==> src/rtl/xcore_gnrl_fifo_pkg.sv <==
// Shared helpers for the general-purpose FIFO.
// ptr_w: pointer width for a given depth, never less than one bit.
package xcore_gnrl_fifo_pkg;

    function automatic int ptr_w(input int dp);
        return (dp > 1) ? $clog2(dp) : 1;
    endfunction

endpackage

==> src/rtl/xcore_gnrl_fifo_ptr.sv <==
// Wrap-at-DP-1 pointer counter with increment enable.
// Ports:
//   clk    clock, updates on rising edge
//   reset  synchronous active-high reset, clears ptr to 0
//   inc    advance the pointer this cycle
//   ptr    current pointer value, 0..DP-1
module xcore_gnrl_fifo_ptr
    import xcore_gnrl_fifo_pkg::*;
#(
    parameter  int DP = 4,
    localparam int PW = ptr_w(DP)
) (
    input  logic          clk,
    input  logic          reset,
    input  logic          inc,
    output logic [PW-1:0] ptr
);

    localparam logic [PW-1:0] LAST = PW'(DP - 1);

    // Explicit compare against the last slot so any depth works, not just
    // powers of two.
    always_ff @(posedge clk) begin
        if (reset) begin
            ptr <= '0;
        end else if (inc) begin
            ptr <= (ptr == LAST) ? '0 : ptr + PW'(1);
        end
    end

endmodule

==> src/rtl/xcore_gnrl_fifo.sv <==
// General-purpose synchronous FIFO with valid/ready on both ends.
// Ports:
//   clk    clock
//   reset  synchronous active-high reset (pointers and count cleared)
//   i_vld  writer has a word on i_dat
//   i_rdy  FIFO can accept a word (not full)
//   i_dat  write data
//   o_vld  FIFO holds at least one word
//   o_rdy  reader accepts o_dat
//   o_dat  head-of-queue data, zero when empty
//   count  number of stored entries, 0..DP
//   full   count == DP
//   empty  count == 0
module xcore_gnrl_fifo
    import xcore_gnrl_fifo_pkg::*;
#(
    parameter  int DW = 8,
    parameter  int DP = 4,
    localparam int CW = $clog2(DP + 1)
) (
    input  logic          clk,
    input  logic          reset,
    input  logic          i_vld,
    output logic          i_rdy,
    input  logic [DW-1:0] i_dat,
    output logic          o_vld,
    input  logic          o_rdy,
    output logic [DW-1:0] o_dat,
    output logic [CW-1:0] count,
    output logic          full,
    output logic          empty
);

    localparam int PW = ptr_w(DP);

    logic [DW-1:0] mem [DP];
    logic [PW-1:0] wptr;
    logic [PW-1:0] rptr;
    logic          push;
    logic          pop;

    // Handshake outputs come only from the registered count, so a full FIFO
    // refuses a push even when a pop happens in the same cycle.
    assign full  = (count == CW'(DP));
    assign empty = (count == '0);
    assign i_rdy = ~full;
    assign o_vld = ~empty;
    assign push  = i_vld & i_rdy;
    assign pop   = o_vld & o_rdy;

    // Head is masked to zero when nothing is stored.
    assign o_dat = o_vld ? mem[rptr] : '0;

    xcore_gnrl_fifo_ptr #(.DP(DP)) u_wptr (
        .clk   (clk),
        .reset (reset),
        .inc   (push),
        .ptr   (wptr)
    );

    xcore_gnrl_fifo_ptr #(.DP(DP)) u_rptr (
        .clk   (clk),
        .reset (reset),
        .inc   (pop),
        .ptr   (rptr)
    );

    // Storage is not cleared on reset; count gates what is visible.
    always_ff @(posedge clk) begin
        if (push) begin
            mem[wptr] <= i_dat;
        end
    end

    always_ff @(posedge clk) begin
        if (reset) begin
            count <= '0;
        end else if (push && !pop) begin
            count <= count + CW'(1);
        end else if (pop && !push) begin
            count <= count - CW'(1);
        end
    end

endmodule
==> config.mk <==
export PLATFORM = sky130hd
export DESIGN_NAME = xcore_gnrl_fifo
export DESIGN_NICKNAME = d
export VERILOG_FILES = /design/src/rtl/xcore_gnrl_fifo_pkg.sv /design/src/rtl/xcore_gnrl_fifo_ptr.sv /design/src/rtl/xcore_gnrl_fifo.sv
export SDC_FILE = /design/constraint.sdc
export NUM_CORES = 1
export LEC_CHECK = 0
export BUFFER_PORTS_ARGS = -buffer_cell sky130_fd_sc_hd__buf_2
export CAP_MARGIN = 5
export CORE_MARGIN = 2
export CORE_UTILIZATION = 28
export DETAILED_ROUTE_END_ITERATION = 12
export PLACE_DENSITY = 0.52
export SLEW_MARGIN = 20
export SYNTH_ARGS = -nofsm -noshare
export SYNTH_HDL_FRONTEND = slang
export SYNTH_SLANG_ARGS = --single-unit
==> constraint.sdc <==
create_clock -name clk -period 2.65 [get_ports clk]
set_clock_uncertainty 0.2 [all_clocks]
set_input_delay 0.1325 -clock clk [delete_from_list [all_inputs] [get_ports clk]]
set_output_delay 0.1325 -clock clk [all_outputs]
set_load 0.01 [all_outputs]
Word-level counts from Yosys, hierarchy flattened:

Memory sizes are Yosys's and may differ from the RTL's. A register that Yosys moved wholly into a read port is not among the register bits.
Index checks and enable logic that the tools add are counted.

* register bits after elaboration: 7
* output and inout bits: 15
* latch bits: 0
* bits of input ports: 12
* memories kept: 1
* ROM bits: 0
* RAM bits: 32

Memory list
* mem: words 4, bits a word 8, read ports 1, clocked after Yosys merged registers in 1, wr ports 1, line xcore_gnrl_fifo.sv:36 `logic [DW-1:0] mem [DP];`

* reduce and logical (&&, ||, !) cells: 6
* multiply operators: 0
* add/sub/neg operators: 4
* shift-type cells: 0
* divide/modulo/power cells: 0
* equality and inequality tests: 3
* bitwise operators: 4
* order comparisons: 0
* muxes and demuxes: 9

Operators by type and width (number)
* $mux W2: 4
* $mux W8: 1
* $mux W3: 2
* $add A2 B1 Y2 const B: 2
* $eq A2 B2 Y1 const B: 2
* $add A3 B1 Y3 const B: 1
* $eq A3 B3 Y1 const B: 1
* $logic_not A3 Y1: 1
* $sub A3 B1 Y3 const B: 1
* $and A1 B1 Y1: 2
* $logic_and A1 B1 Y1: 2
* $logic_not A1 Y1: 2
* $mux W1: 2
* $not A1 Y1: 2
* $reduce_bool A2 Y1: 1

Logic depth before layout (Yosys ltp):

* word-level depth: 7
* depth in mapped cells: 9
* depth with buffers taken out: 8

Hierarchy:

A second synthesis with hierarchy kept.

* cell total of the unflattened synthesis: 93
* area, all modules: 1600.3 um^2

By module, submodules not included
* xcore_gnrl_fifo: cells each 77, area an instance 1427.6 um^2, times used 1
* xcore_gnrl_fifo_ptr: cells each 8, area an instance 86.3 um^2, times used 2

Worst setup path after synthesis:

No wires, ideal clock.

* path type: flip-flop to flip-flop
* start: register count[0]
* end: register count[2]
* arrival: 2.153 ns
* stages on the path, launching flop included: 8
* period minus slack after synthesis: 2.423 ns
* slack: 0.227 ns
* path buffers: 0
* path through: dfxtp_1 o31ai_1 ha_1 inv_1 fa_1 xor2_1 or3_2 a21oi_1

* longest elaborated chain between the ends: 6
* elaborated cells on any way between the ends: 15
* classes of those cells: add/sub: 2; eq/ne: 1; mux: 2; bitwise: 4; reduce/logical: 6

Ends and longest elaborated chain
* from (decl): line xcore_gnrl_fifo.sv:29 `output logic [CW-1:0] count,`
* from (signal assigned): line xcore_gnrl_fifo.sv:79 `count <= count + CW'(1);`
* from (signal assigned): line xcore_gnrl_fifo.sv:81 `count <= count - CW'(1);`
* parallel branches: the longest is 6 deep, another holds $sub A3 B1 Y3

Several ways; the timed one is not identified. The select of a mux whose other input is x is not followed.
A chain may end at the register's enable or synchronous reset.

Final worst setup path:

Ends and elaborated chain as after synthesis.

==> results.py <==
metrics = {
    "floorplanning": {
        "dieArea_sq_um": 6700,
        "io_pins": 27,
        "die_y_um": 81.8,
        "rows": 28,
        "core-area_sq_um": 5890,
        "die_width_um": 81.8,
        "start_util_pct": 28.8,
    },
    "synth": {
        "synth_fp_nets": 119,
        "syn-cell-area_sq_um": 1700,
        "ys_async_sr_fraction_pct": 0,
        "synth_ff_type": "edfxtp_1",
        "ys_warn_count": 0,
        "synthCells": 100,
        "synth_most_common_cell": "edfxtp_1",
        "synth_seq_cells": 41,
        "avgSynthCellArea_sq_um": 17.0,
        "synth_cell_types": 27,
        "ys_seq_area_share_pct": 67.3,
        "synth_edf_count": 32,
        "ys_top_cells_by_area": "edfxtp_1, dfxtp_1, mux4_2",
        "synth_top_area_share_pct": 56.6,
        "synth_top_area_cell": "edfxtp_1",
        "synthTopCellsByCount": "edfxtp_1, dfxtp_1, mux4_2",
    },
    "drt": {
        "antenna_left": 0,
        "via_per_inst": 4.41,
        "num_vias": 965,
        "post-route-drc-count": 0,
        "drt-wirelength-per-cell_um": 14.0,
        "drtIter0Drc": 49,
        "first_pass_iters": 4,
        "wirelength_mm": 3.07,
    },
    "global_route": {
        "grt_usage_pct": 10.4,
        "grt_pass1_wl_mm": 4.95,
        "antenna_found_initial": 0,
        "grt_overflow_total": 0,
        "grt_max_degree": 14,
        "grt_pass1_vias": 1003,
    },
    "critical_path": {
        "endpoint_kind": "flop",
        "worstPathMaxFanout": 6,
        "required_ns": 2.67,
        "critPathKind": "reg2reg",
        "slowest_delay_ns": 0.40,
        "crit_path_cell_trace": "o31ai_1 > ha_1 > inv_1 > fa_1 > xor2_1 > or3_2 > a21oi_1",
        "crit_path_top_delay_cell": "or3_2",
        "critical_path_arrival_ns": 2.44,
        "cp-start-kind": "flop",
    },
    "power_and_ir_drop": {
        "switching_share_pct": 31.0,
        "pwr-share-comb_pct": 34.8,
        "powerDensity_nw_per_um2": 969,
        "p_int_uw": 1430,
        "p_switching_uw": 644,
        "peakVddDrop_mv": 0.514,
        "seq_power_share_pct": 42.1,
        "power_frac_clock_pct": 23.2,
        "power.leakage_uw": 0.000831,
    },
    "layout": {
        "drive_gt1_share_pct": 35.4,
        "syn2layout_area_growth_pct": 26.1,
        "stdcell_count": 219,
        "nets": 162,
        "n_antenna_cell": 0,
    },
    "clock_tree": {
        "clk_latency_ns": 0.28,
        "post_cts_buffers": 0,
        "tritoncts": "built",
        "cts.sinks": 41,
        "cts_resized": 0,
        "cts_buffers": 5,
        "cts-root-buf": "clkbuf_8",
        "clock_path_buffers": 2,
        "h-tree-depth": 2,
        "path_clk_slew_ns": 0.07,
        "hold_buffers": 11,
    },
    "sta": {
        "relSlewSlack_pct": 62.4,
        "tightestPinTransition_ns": 0.563,
        "setup_viol": 0,
        "maxSlewViolCount": 0,
        "finalCriticalPeriod_ns": 2.42,
        "fmax_ghz": 0.414,
        "period_share_pct": 91.2,
        "finalSetupTns_ns": 0,
        "rsz0062_at_grt": "false",
        "hold_viol": 0,
    },
    "place": {
        "dp.cells": 200,
        "port_buffers": 26,
        "dpl.hpwl_mm": 2.14,
        "gp_congestion": 0.674,
    },
    "min_path": {
        "hold_class": "in2reg",
    },
    "run": {
        "cap_violations": 0,
    },
    "run_status": {
        "status": "finished, final reports clean",
    },
}
==> cells in the final DEF (no fill, tap or decap), drive strengths merged <==
master       count
clkbuf           5
nor2b            3
a21o             1
clkinvlp         1
mux4             8
mux2i            2
ha               6
inv              5
nand2            1
and2b            5
xor2             2
nand3            2
o21ai            1
or3              2
nor3             2
and2             1
buf             29
edfxtp          32
dlygate4sd3     11
a21oi            3
fa               1
dfxtp            9
nor2             3
clkinv           1
bufinv           1
o31ai            2
or3b             1
and3             4
==> power groups by stage <==
stage | clock [uW] | combinational, uW | sequential, uW
6_report | 480 | 721 | 872
5_1_grt | 523 | 807 | 890
4_1_cts | 491 | 738 | 877
3_5_place_dp | 0 | 720 | 893
3_3_place_gp | 0 | 687 | 880
2_1_floorplan | 0 | 467 | 856
==> cells by family after synthesis <==
| group | count (synthesis) | share of synthesized area [%] |
|---|---|---|
| xor+xnor | 2 | 1.03 |
| mux | 10 | 11.8 |
| simple gates | 24 | 9.00 |
| flops | 41 | 67.3 |
| buf+inv | 9 | 2.51 |
| compound gates | 7 | 2.80 |
| fa+ha+maj | 7 | 5.60 |
==> metrics by stage <==
stage | power [uW] | instance area, sq um | util (%) | hold WS (ns) | setup WS (ns)
2_1_floorplan | 1320 | 1700 | - | 0.0314 | 0.227
3_3_place_gp | 1570 | 1920 | 32.6 | 0.144 | 0.389
3_5_place_dp | 1610 | 1920 | 32.6 | 0.156 | 0.217
4_1_cts | 2110 | 2140 | 36.4 | 0.137 | 0.202
5_1_grt | 2220 | 2140 | 36.4 | 0.163 | 0.127
6_report | 2070 | 2140 | 36.4 | 0.138 | 0.234
==> state kept, by name (all words and copies together), names as in the netlist, named ones only <==
| name | flops |
|---|---|
| count | 3 |
| mem | 32 |
| u_rptr.ptr | 2 |
| u_wptr.ptr | 2 |
==> worst max-delay path, delay by kind of cell (launching register included) <==
| family | cells | cell delay (ns) |
|---|---|---|
| simple gates | 1 | 0.40 |
| compound gates | 2 | 0.49 |
| buf+inv | 1 | 0.07 |
| fa+ha+maj | 2 | 0.66 |
| flops | 1 | 0.38 |
| xor+xnor | 1 | 0.16 |
==> layer usage <==
metal  vias to the layer above  share of wire (%)  track usage [%]
met4                         0               0.75             3.00
met2                        35                 48             16.6
met3                         4                8.4             4.84
li1                        460                  -                -
met5                         -                  0                0
met1                       466                 42             12.6
==> path summary, 6_finish.rpt <==
kind                                                 start                     to  slack [ns]  depth (start not counted)
worst min register to register  u_rptr.ptr[0]$_SDFFE_PP0P_                   flop        0.29                          2
worst max register to register       count[0]$_SDFFE_PP0P_  count[2]$_SDFFE_PP0P_        0.23                          7
worst max-delay path                 count[0]$_SDFFE_PP0P_  count[2]$_SDFFE_PP0P_        0.23                          7
worst min-delay path                                 o_rdy                   flop        0.14                          5
==> cell type report <==
class | count | area [sq um]
multi-input combinational | 50 | 513
clock inverter | 3 | 41.3
sequential | 41 | 1140
inverter | 5 | 18.8
fill | 587 | 3750
timing repair buffer | 40 | 263
clock buffer | 5 | 68.8
tap | 75 | 93.8
Power figures use the tool's default switching activity.
